File: config.mk
export PLATFORM = sky130hd
export DESIGN_NAME = pc_step_controller
export DESIGN_NICKNAME = d
export VERILOG_FILES = /design/src/rtl/pc_step_controller_pkg.sv /design/src/rtl/pc_step_controller_step_edge_detect.sv /design/src/rtl/pc_step_controller.sv
export SDC_FILE = /design/constraint.sdc
export NUM_CORES = 1
export LEC_CHECK = 0
export ABC_AREA = 1
export CAP_MARGIN = 20
export CORE_MARGIN = 5
export CORE_UTILIZATION = 31
export DETAILED_ROUTE_END_ITERATION = 7
export PLACE_DENSITY = 0.69
export SLEW_MARGIN = 0
export SYNTH_ARGS = -nofsm -noshare
export SYNTH_HDL_FRONTEND = slang
export SYNTH_HIERARCHICAL = 1
export SYNTH_SLANG_ARGS = --single-unit
export TNS_END_PERCENT = 10
File: constraint.sdc
create_clock -name clock_in -period 2.7 [get_ports clock_in]
set_input_delay 0.675 -clock clock_in [delete_from_list [all_inputs] [get_ports clock_in]]
set_output_delay 0.675 -clock clock_in [all_outputs]
set_load 0.02 [all_outputs]
File: src/rtl/pc_step_controller_pkg.sv
// Shared types and constants for the PC step controller.
package pc_step_controller_pkg;

  // Default sequential PC increment in bytes.
  localparam int unsigned INCR_DEFAULT = 4;

  // Encodings are visible on the LEDs, so the values are fixed.
  typedef enum logic [2:0] {
    S_PAUSE = 3'd0,
    S_STEP  = 3'd1,
    S_RUN   = 3'd2,
    S_HALT  = 3'd3
  } state_t;

  // A redirect target must be word aligned.
  function automatic logic is_misaligned(input logic [1:0] lsb);
    return lsb != 2'b00;
  endfunction

endpackage

File: src/rtl/pc_step_controller_step_edge_detect.sv
// Rising-edge pulse from the debounced step button level.
module step_edge_detect (
  input  logic clock_in,
  input  logic reset,
  input  logic step_btn,
  output logic step_edge
);

  logic step_btn_q;

  // Remember last cycle's button level.
  always_ff @(posedge clock_in) begin
    if (reset) step_btn_q <= 1'b0;
    else       step_btn_q <= step_btn;
  end

  // One-cycle pulse on a 0->1 transition.
  always_comb begin
    step_edge = step_btn & ~step_btn_q;
  end

endmodule

File: src/rtl/pc_step_controller.sv
// PC sequencing: run/step/pause/halt FSM, breakpoint, next-PC mux.
module pc_step_controller
  import pc_step_controller_pkg::*;
#(
  parameter int unsigned PC_W  = 32,
  parameter int unsigned CNT_W = 16,
  parameter int unsigned INCR  = INCR_DEFAULT
) (
  input  logic             clock_in,
  input  logic             reset,
  input  logic             run_mode,
  input  logic             step_btn,
  input  logic             bp_enable,
  input  logic [PC_W-1:0]  bp_addr,
  input  logic [PC_W-1:0]  pc_current,
  input  logic             stall,
  input  logic             halt_instr,
  input  logic             branch_taken,
  input  logic [PC_W-1:0]  branch_target,
  input  logic             jump,
  input  logic [PC_W-1:0]  jump_target,
  input  logic             jr,
  input  logic [PC_W-1:0]  jr_target,
  output logic [PC_W-1:0]  pc_next,
  output logic             pc_write,
  output logic             pipe_flush,
  output logic [2:0]       state,
  output logic             halted,
  output logic             misalign_err,
  output logic [CNT_W-1:0] instr_count
);

  state_t           state_q, state_d;
  logic             misalign_q, misalign_d;
  logic [CNT_W-1:0] count_q, count_d;
  logic             step_edge;
  logic             redirect;
  logic             bp_hit;

  step_edge_detect u_step_edge (
    .clock_in  (clock_in),
    .reset     (reset),
    .step_btn  (step_btn),
    .step_edge (step_edge)
  );

  // Registered state, sticky misalignment flag and retired counter.
  always_ff @(posedge clock_in) begin
    if (reset) begin
      state_q    <= S_PAUSE;
      misalign_q <= 1'b0;
      count_q    <= '0;
    end else begin
      state_q    <= state_d;
      misalign_q <= misalign_d;
      count_q    <= count_d;
    end
  end

  // Next-PC select, FSM transitions and PC load/flush decode.
  always_comb begin
    state_d    = state_q;
    misalign_d = misalign_q;
    count_d    = count_q;
    pc_write   = 1'b0;
    pipe_flush = 1'b0;
    redirect   = jr | jump | branch_taken;
    bp_hit     = bp_enable && (pc_current == bp_addr);

    if (jr)                pc_next = jr_target;
    else if (jump)         pc_next = jump_target;
    else if (branch_taken) pc_next = branch_target;
    else                   pc_next = pc_current + PC_W'(INCR);

    case (state_q)
      S_PAUSE: begin
        if (run_mode)       state_d = S_RUN;
        else if (step_edge) state_d = S_STEP;
      end
      S_STEP, S_RUN: begin
        if (!stall) begin
          // Breakpoint and pause only apply while running, so a step can leave a bp.
          if (halt_instr) begin
            state_d = S_HALT;
          end else if (state_q == S_RUN && (bp_hit || !run_mode)) begin
            state_d = S_PAUSE;
          end else if (redirect && is_misaligned(pc_next[1:0])) begin
            misalign_d = 1'b1;
            state_d    = S_HALT;
          end else begin
            pc_write   = 1'b1;
            pipe_flush = redirect;
            if (state_q == S_STEP) state_d = S_PAUSE;
          end
        end
      end
      S_HALT:  state_d = S_HALT;
      default: state_d = S_PAUSE;
    endcase

    if (reset) begin
      pc_write   = 1'b0;
      pipe_flush = 1'b0;
    end

    if (pc_write && count_q != '1) count_d = count_q + 1'b1;
  end

  // Registered status outputs.
  always_comb begin
    state        = state_q;
    halted       = (state_q == S_HALT);
    misalign_err = misalign_q;
    instr_count  = count_q;
  end

endmodule

==> flow_summary.ini, run 1 <==
[synth]
synthCells = 642
syn_avg_cell_area_sq_um = 5.478
yosysWarnings = 6
synth.cell_area_sq_um = 3517
yosysUniqueCellTypes = 45
synth-seq-cells = 20
seq_area_frac_synth_pct = 11.38
syn-num-nets = 819

[critical_path]
r2r_slack_ns = 0.35
cp-end-kind = output pin
r2r_start = state[1]
start_kind = primary input
timing.rr.end = instr_count[8]
cp_data_arrival_time_ns = 2.27
r2r_cells = 11
worstPathMaxFanout = 4
critical_path_required_ns = 2.03
startpoint = pc_current[3]
setup.worst_path.class = in2out

[clocking]
clk_pin_slew_ns = 0.06
root_buffer = clkbuf_16
ctsHoldBuffers = 0
clockBufferDepth = 2
htree_levels = 1
clkSinkCount = 20
cts_buffers = 3
clk_latency_ns = 0.26
cts_tree = yes

[sta]
setup-tns-final_ns = -3.174
max_freq_mhz = 339.5
whs_ns = 0.4626
drv_slew = 0
fin_ws_ns = -0.2455
slew_headroom_pct = 62.30
fin_crit_sh_pct = 109.1
tightest_slew_ns = 0.5612
finalSetupViolCount = 23
clock-skew-final_ns = 0.001381
rsz0062_at_grt = yes
hold_viol_final = 0
min_period_ns = 2.946

[drt]
post_drt_wl_per_cell_um = 15.97
drc = 0
num_vias = 5520
drt_iter0_markers = 290
ant_nets = 0
firstDrtPassIters = 5
wl_um = 17970
vias_per_cell = 4.907

[grt]
overflow = 0
grtUsageTotal_pct = 24.56
grt_pass1_vias = 5488
grt_max_degree = 24
grt_pass1_wl_um = 26510
antenna_found_initial = 3

[hold_path]
hold_path_class = reg2reg
hold_depth = 2
holdPathEnd = misalign_err
holdCritStartpoint = misalign_err

[power_and_ir_drop]
ir_drop_mv = 0.2459
p_leak_uw = 0.003521
pwr_density_cell_nw_per_um2 = 261.3

[floorplanning]
row_count = 38
die_area_sq_um = 13580
core-area_sq_um = 10980
initial_core_util_pct = 32.02
die_x_um = 116.5
io-pin-count = 225
die_h_um = 116.5

[placed_design]
place.gp.congestion = 0.9216
hpwl_um = 14330
portBuffers = 223

[final_layout]
area_growth_pct = 105.5
multi_input_area_sq_um = 2985
nNetsFinal = 1160
final_layout_size_suffix_gt1_share_pct = 33.10
n_fill_cell = 995
register_area_sq_um = 400.4

[outcome]
violations = negative setup slack
status = complete, but fails checks

[flow_run]
cap_violations = 0
## worst max-delay path: stages
cell and delay, ns:
buf_8 0.08, ha_4 0.14, nand2_4 0.05, nor2_4 0.14, nand3_1 0.12, nor2_2 0.16, nand2_2 0.14, nor4_4 0.18
nand2_1 0.08, nand3_1 0.10, o211ai_1 0.11, a21oi_2 0.14, buf_4 0.15
## cells in the final DEF (no fill, tap or decap), types with 18 or more instances in the layout
cell,n
buf_4,142
nand2_1,124
clkdlybuf4s50_1,121
nor2_1,94
inv_1,64
a21oi_1,57
dlymetal6s2s_1,31
nand2_2,29
buf_6,23
xor2_1,21
o21ai_0,20
clkbuf_2,20
dfxtp_1,20
nand3_1,18
## repair_timing
item                                    4_1_cts  5_1_grt
endpoints found under the setup margin       47       49
buffers inserted                              9       16
gates resized for setup                     276      159
pin swaps                                    33       73
## cell usage after synthesis (all sizes together)
library cell  count  area share [%]
a21oi            71              11
clkinv            1            0.11
dfxtp            20              11
and2              1            0.18
a21o              1            0.21
xnor2            14             3.5
o211ai            9             1.9
nand3            24             3.7
nor4              9             1.8
o31ai             1            0.21
inv              85             9.1
nand2           157              18
nor2            106              12
nand4            18             4.2
ha                7             2.5
nor3             16             2.4
a31oi             2            0.36
xor2             22             5.5
and3              1            0.18
nor3b             1            0.21
nor4b             1            0.25
o22ai             1            0.18
o221ai            3            0.75
buf               8             1.6
conb              1            0.11
a31o              1            0.25
or2               2            0.36
o21ai            41             5.9
clkbuf           18             1.9
## cell families (layout without fill, tap and decap cells)
| logic type | count (synthesis) | after routing | share of synthesized area [%] |
|---|---|---|---|
| other | 1 | 4 | 0.1066 |
| AO/OA/AOI/OAI | 130 | 130 | 20.88 |
| AND/OR/NAND/NOR | 336 | 336 | 43.44 |
| adder cells (fa/ha/maj) | 7 | 7 | 2.490 |
| flip-flops | 20 | 20 | 11.38 |
| XOR/XNOR | 36 | 36 | 8.965 |
| buffers and inverters | 112 | 452 | 12.74 |
## layout make-up
type	instances	area share [%]
antenna	3	0.1039
tap	140	2.424
timing repair buffer	362	44.56
multi-input combinational	510	41.31
clock buffer	3	1.039
inverter	86	4.605
clock inverter	1	0.4155
sequential	20	5.540
## state kept, by name, indices dropped and copies added (netlist names)
name                    flops
instr_count                16
misalign_err                1
state                       2
u_step_edge/step_btn_q      1
## layer usage
metal	vias to the layer above	wire length, um	global-route usage, %
li1	2771	-	-
met5	-	0	0
met2	210	9347	46.15
met3	28	1251	4.197
met1	2511	6903	28.27
met4	0	466	7.115
## worst max-delay path by stage
stage,end,slack [ns],depth (start not counted)
6_report,pc_next[26],-0.25,13
5_1_grt,pc_next[31],-0.35,15
4_1_cts,pc_next[28],-0.32,14
3_5_place_dp,pc_next[24],-1.28,14
3_3_place_gp,pc_next[28],-1.22,14
2_1_floorplan,pc_next[28],-0.05,12
## per-stage QoR
stage          std cells  setup WS, ns  area (sq um)  total power [uW]  utilization (%)
5_1_grt             1125       -0.3524          7227              2003            65.80
3_5_place_dp        1093        -1.278          6676              1422            60.79
6_report            1125       -0.2455          7227              1888            65.80
2_1_floorplan        642      -0.04809          3536             797.7                -
3_3_place_gp        1093        -1.217          6676              1395            60.79
4_1_cts             1106       -0.3250          6912              1835            62.93
## report_power, final
group | internal [uW] | switching [uW]
sequential | 312 | 13.4
clock | 295 | 126
combinational | 576 | 567
total | 1180 | 706
No activity file was read; power rests on OpenSTA's default activity.
==> inputs of run 2 (changes only) <==
--- a/config.mk
+++ b/config.mk
@@ -10,10 +10,9 @@
 export CORE_MARGIN = 5
 export CORE_UTILIZATION = 31
 export DETAILED_ROUTE_END_ITERATION = 7
-export PLACE_DENSITY = 0.69
+export PLACE_DENSITY = 0.7
 export SLEW_MARGIN = 0
 export SYNTH_ARGS = -nofsm -noshare
 export SYNTH_HDL_FRONTEND = slang
-export SYNTH_HIERARCHICAL = 1
 export SYNTH_SLANG_ARGS = --single-unit
 export TNS_END_PERCENT = 10
==> run 2 against run 1 <==
  * The flow still finishes with violations (negative setup slack)
  * Combinational power is essentially flat
  * Sequential share of layout area grew 0.24 points
  * Worst hold slack gained 0.023 ns
  * Cell area shrank 4.2%
  * Clock-buffer cell count grew 1
  * Core utilization shrank 1.6 points
  * Largest cell class unchanged
  * Largest power group unchanged
  * Highest routed layer unchanged
==> flow_summary.ini, run 2 <==
[critical_path]
max_stage_delay_ns = 0.29
path_cells = buf_8 > ha_4 > nand4_1 > nor2_4 > nand4_4 > nor2_4 > xor2_1 > o21ai_0 > a21oi_1 > clkdlybuf4s15_2
cp_data_arrival_time_ns = 2.39
cp-end-kind = output pin
worstPathMaxFanout = 3
setup.worst_path.class = in2out
crit_slowest_cell = clkdlybuf4s15_2
critical_path_required_ns = 2.03
cpMostUsedCell = nor2_4
start_kind = primary input

[floorplanning]
core-area_sq_um = 10790
die_x_um = 114.7
die_area_sq_um = 13170
initial_core_util_pct = 31.51
row_count = 38
die_h_um = 114.7
io-pin-count = 225

[drt]
num_vias = 5384
drc = 0
ant_nets = 0
firstDrtPassIters = 6
post_drt_wl_per_cell_um = 17.08
vias_per_cell = 5.022
wl_um = 18320
drt_iter0_markers = 387

[clocking]
clkSinkCount = 20
clk_pin_slew_ns = 0.07
ctsHoldBuffers = 0
htree_levels = 1
root_buffer = clkbuf_8
clockBufferDepth = 2
clk_latency_ns = 0.25
cts_tree = yes
cts_buffers = 3

[sta]
hold_viol_final = 0
fin_crit_sh_pct = 113.5
clock-skew-final_ns = 0.003329
drv_slew = 0
finalSetupViolCount = 22
fin_ws_ns = -0.3642
max_freq_mhz = 326.4
rsz0062_at_grt = yes
min_period_ns = 3.064

[synth]
synth_commonest_cells = 143 x nand2_1, 101 x nor2_1, 71 x a21oi_1
synth.most_common_cell = nand2_1
synth.area.top_cells = nand2_1 16%, dfxtp_1 12%, nor2_1 11%
ys.flop_type = dfxtp_1
synth.cell_area_sq_um = 3401
syn-num-nets = 794
synth_top_area_share_pct = 15.78
async_flop_share_pct = 0
synth_top_area_cell = nand2_1
synth-edff-count = 0
synth-seq-cells = 20
syn_avg_cell_area_sq_um = 5.512
synthCells = 617
yosysUniqueCellTypes = 43
seq_area_frac_synth_pct = 11.77
yosysWarnings = 0

[placed_design]
portBuffers = 223
place.gp.congestion = 0.9669
dpl.cell_count = 1052
hpwl_um = 14750

[grt]
grt_pass1_vias = 5214
overflow = 0
grt_pass1_wl_um = 27000
grtUsageTotal_pct = 25.55
grt_max_degree = 36
antenna_found_initial = 0

[hold_path]
hold_path_class = reg2reg

[final_layout]
final_cell_mix = 129 x nand2_1, 121 x clkdlybuf4s50_1, 113 x buf_4
area_growth_pct = 103.6
final_layout_size_suffix_gt1_share_pct = 31.22
n_antenna_cell = 0
largest_register_ffs = 16
layout.cells.non_filler = 1072
nNetsFinal = 1110
multi_input_area_sq_um = 2880
n_fill_cell = 984
mostFrequentLayoutCell = nand2_1
register_area_sq_um = 400.4

[power_and_ir_drop]
pwr_density_cell_nw_per_um2 = 245.5
ir_drop_mv = 0.2508
p_total_uw = 1700
p_leak_uw = 0.003380

[outcome]
status = complete, but fails checks
violations = negative setup slack

[flow_run]
cap_violations = 0
==> run 2: changes by cell type in the layout (fill, tap and decap cells not counted), sizes merged, moves of 3 or more <==
cell	change
inv	-11
xor2	-4
diode	-3
nand3	+4
nand2	-10
clkdlybuf4s15	-4
buf	-23
nor4	-7
dlymetal6s2s	+4
==> run 2: final cells by class <==
cell class / instances / area share [%]
repair buffers: 336 / 45.07
multi-input cells: 496 / 41.60
flip-flops and latches: 20 / 5.782
well taps: 140 / 2.530
inverters: 76 / 4.228
clock buffers: 4 / 0.7951
==> run 2: timing repair <==
action | 4_1_cts | 5_1_grt
hold endpoints to repair | 0 | 0
resized for setup | 277 | 168
pin swaps | 29 | 62
buffers inserted | 3 | 13
setup endpoints to repair | 34 | 44
==> run 2: logic make-up after synthesis <==
kind of cell,synth area share [%]
AOI/OAI and AO/OA,21.16
xor gates and xnor gates,8.756
adders and majority gates,2.575
buffers and inverters,13.47
DFF,11.77
other,0.1103
and+or+nand+nor,42.16
==> run 2: final timing paths <==
check	start	to	slack, ns	cells after the start
setup / recovery	pc_current[2]	pc_next[22]	-0.36	10
hold / removal	misalign_err	misalign_err	0.49	2
setup reg to reg	state[1]	instr_count[8]	0.62	10
hold reg to reg	misalign_err	misalign_err	0.49	2
==> run 2: worst max-delay path, delay by kind of cell <==
family          cells  cell delay, ns
simple gates        4            0.69
compound gates      2            0.28
xor+xnor            1            0.24
fa+ha+maj           1            0.13
buf+inv             2            0.37
==> run 2: power by group <==
part           total (uW)  switching, uW  internal [uW]  leakage [uW]
logic                1150            573            577       0.00319
clock network         226           96.4            130     0.0000288
registers             324           13.0            311      0.000162
==> run 2: per-stage QoR <==
step | TNS, ns | hold WS (ns) | utilization (%) | setup WS, ns | instance area [sq um]
6_report | -4.913 | 0.4854 | 64.15 | -0.3642 | 6924
2_1_floorplan | -0.4501 | 0.5427 | - | -0.1230 | 3421
4_1_cts | -5.396 | 0.4904 | 60.85 | -0.3663 | 6568
5_1_grt | -7.558 | 0.5388 | 64.15 | -0.4814 | 6924
3_5_place_dp | -36.31 | 0.4660 | 59.56 | -1.353 | 6429
3_3_place_gp | -33.81 | 0.4595 | 59.56 | -1.286 | 6429
==> run 2: layer usage <==
| layer | global-route usage [%] | up-vias | wire, um |
|---|---|---|---|
| li1 | - | 2631 | - |
| met1 | 30.72 | 2459 | 7221 |
| met2 | 47.34 | 250 | 9270 |
| met3 | 3.421 | 44 | 1291 |
| met4 | 7.199 | 0 | 531 |
| met5 | 0 | - | 0 |
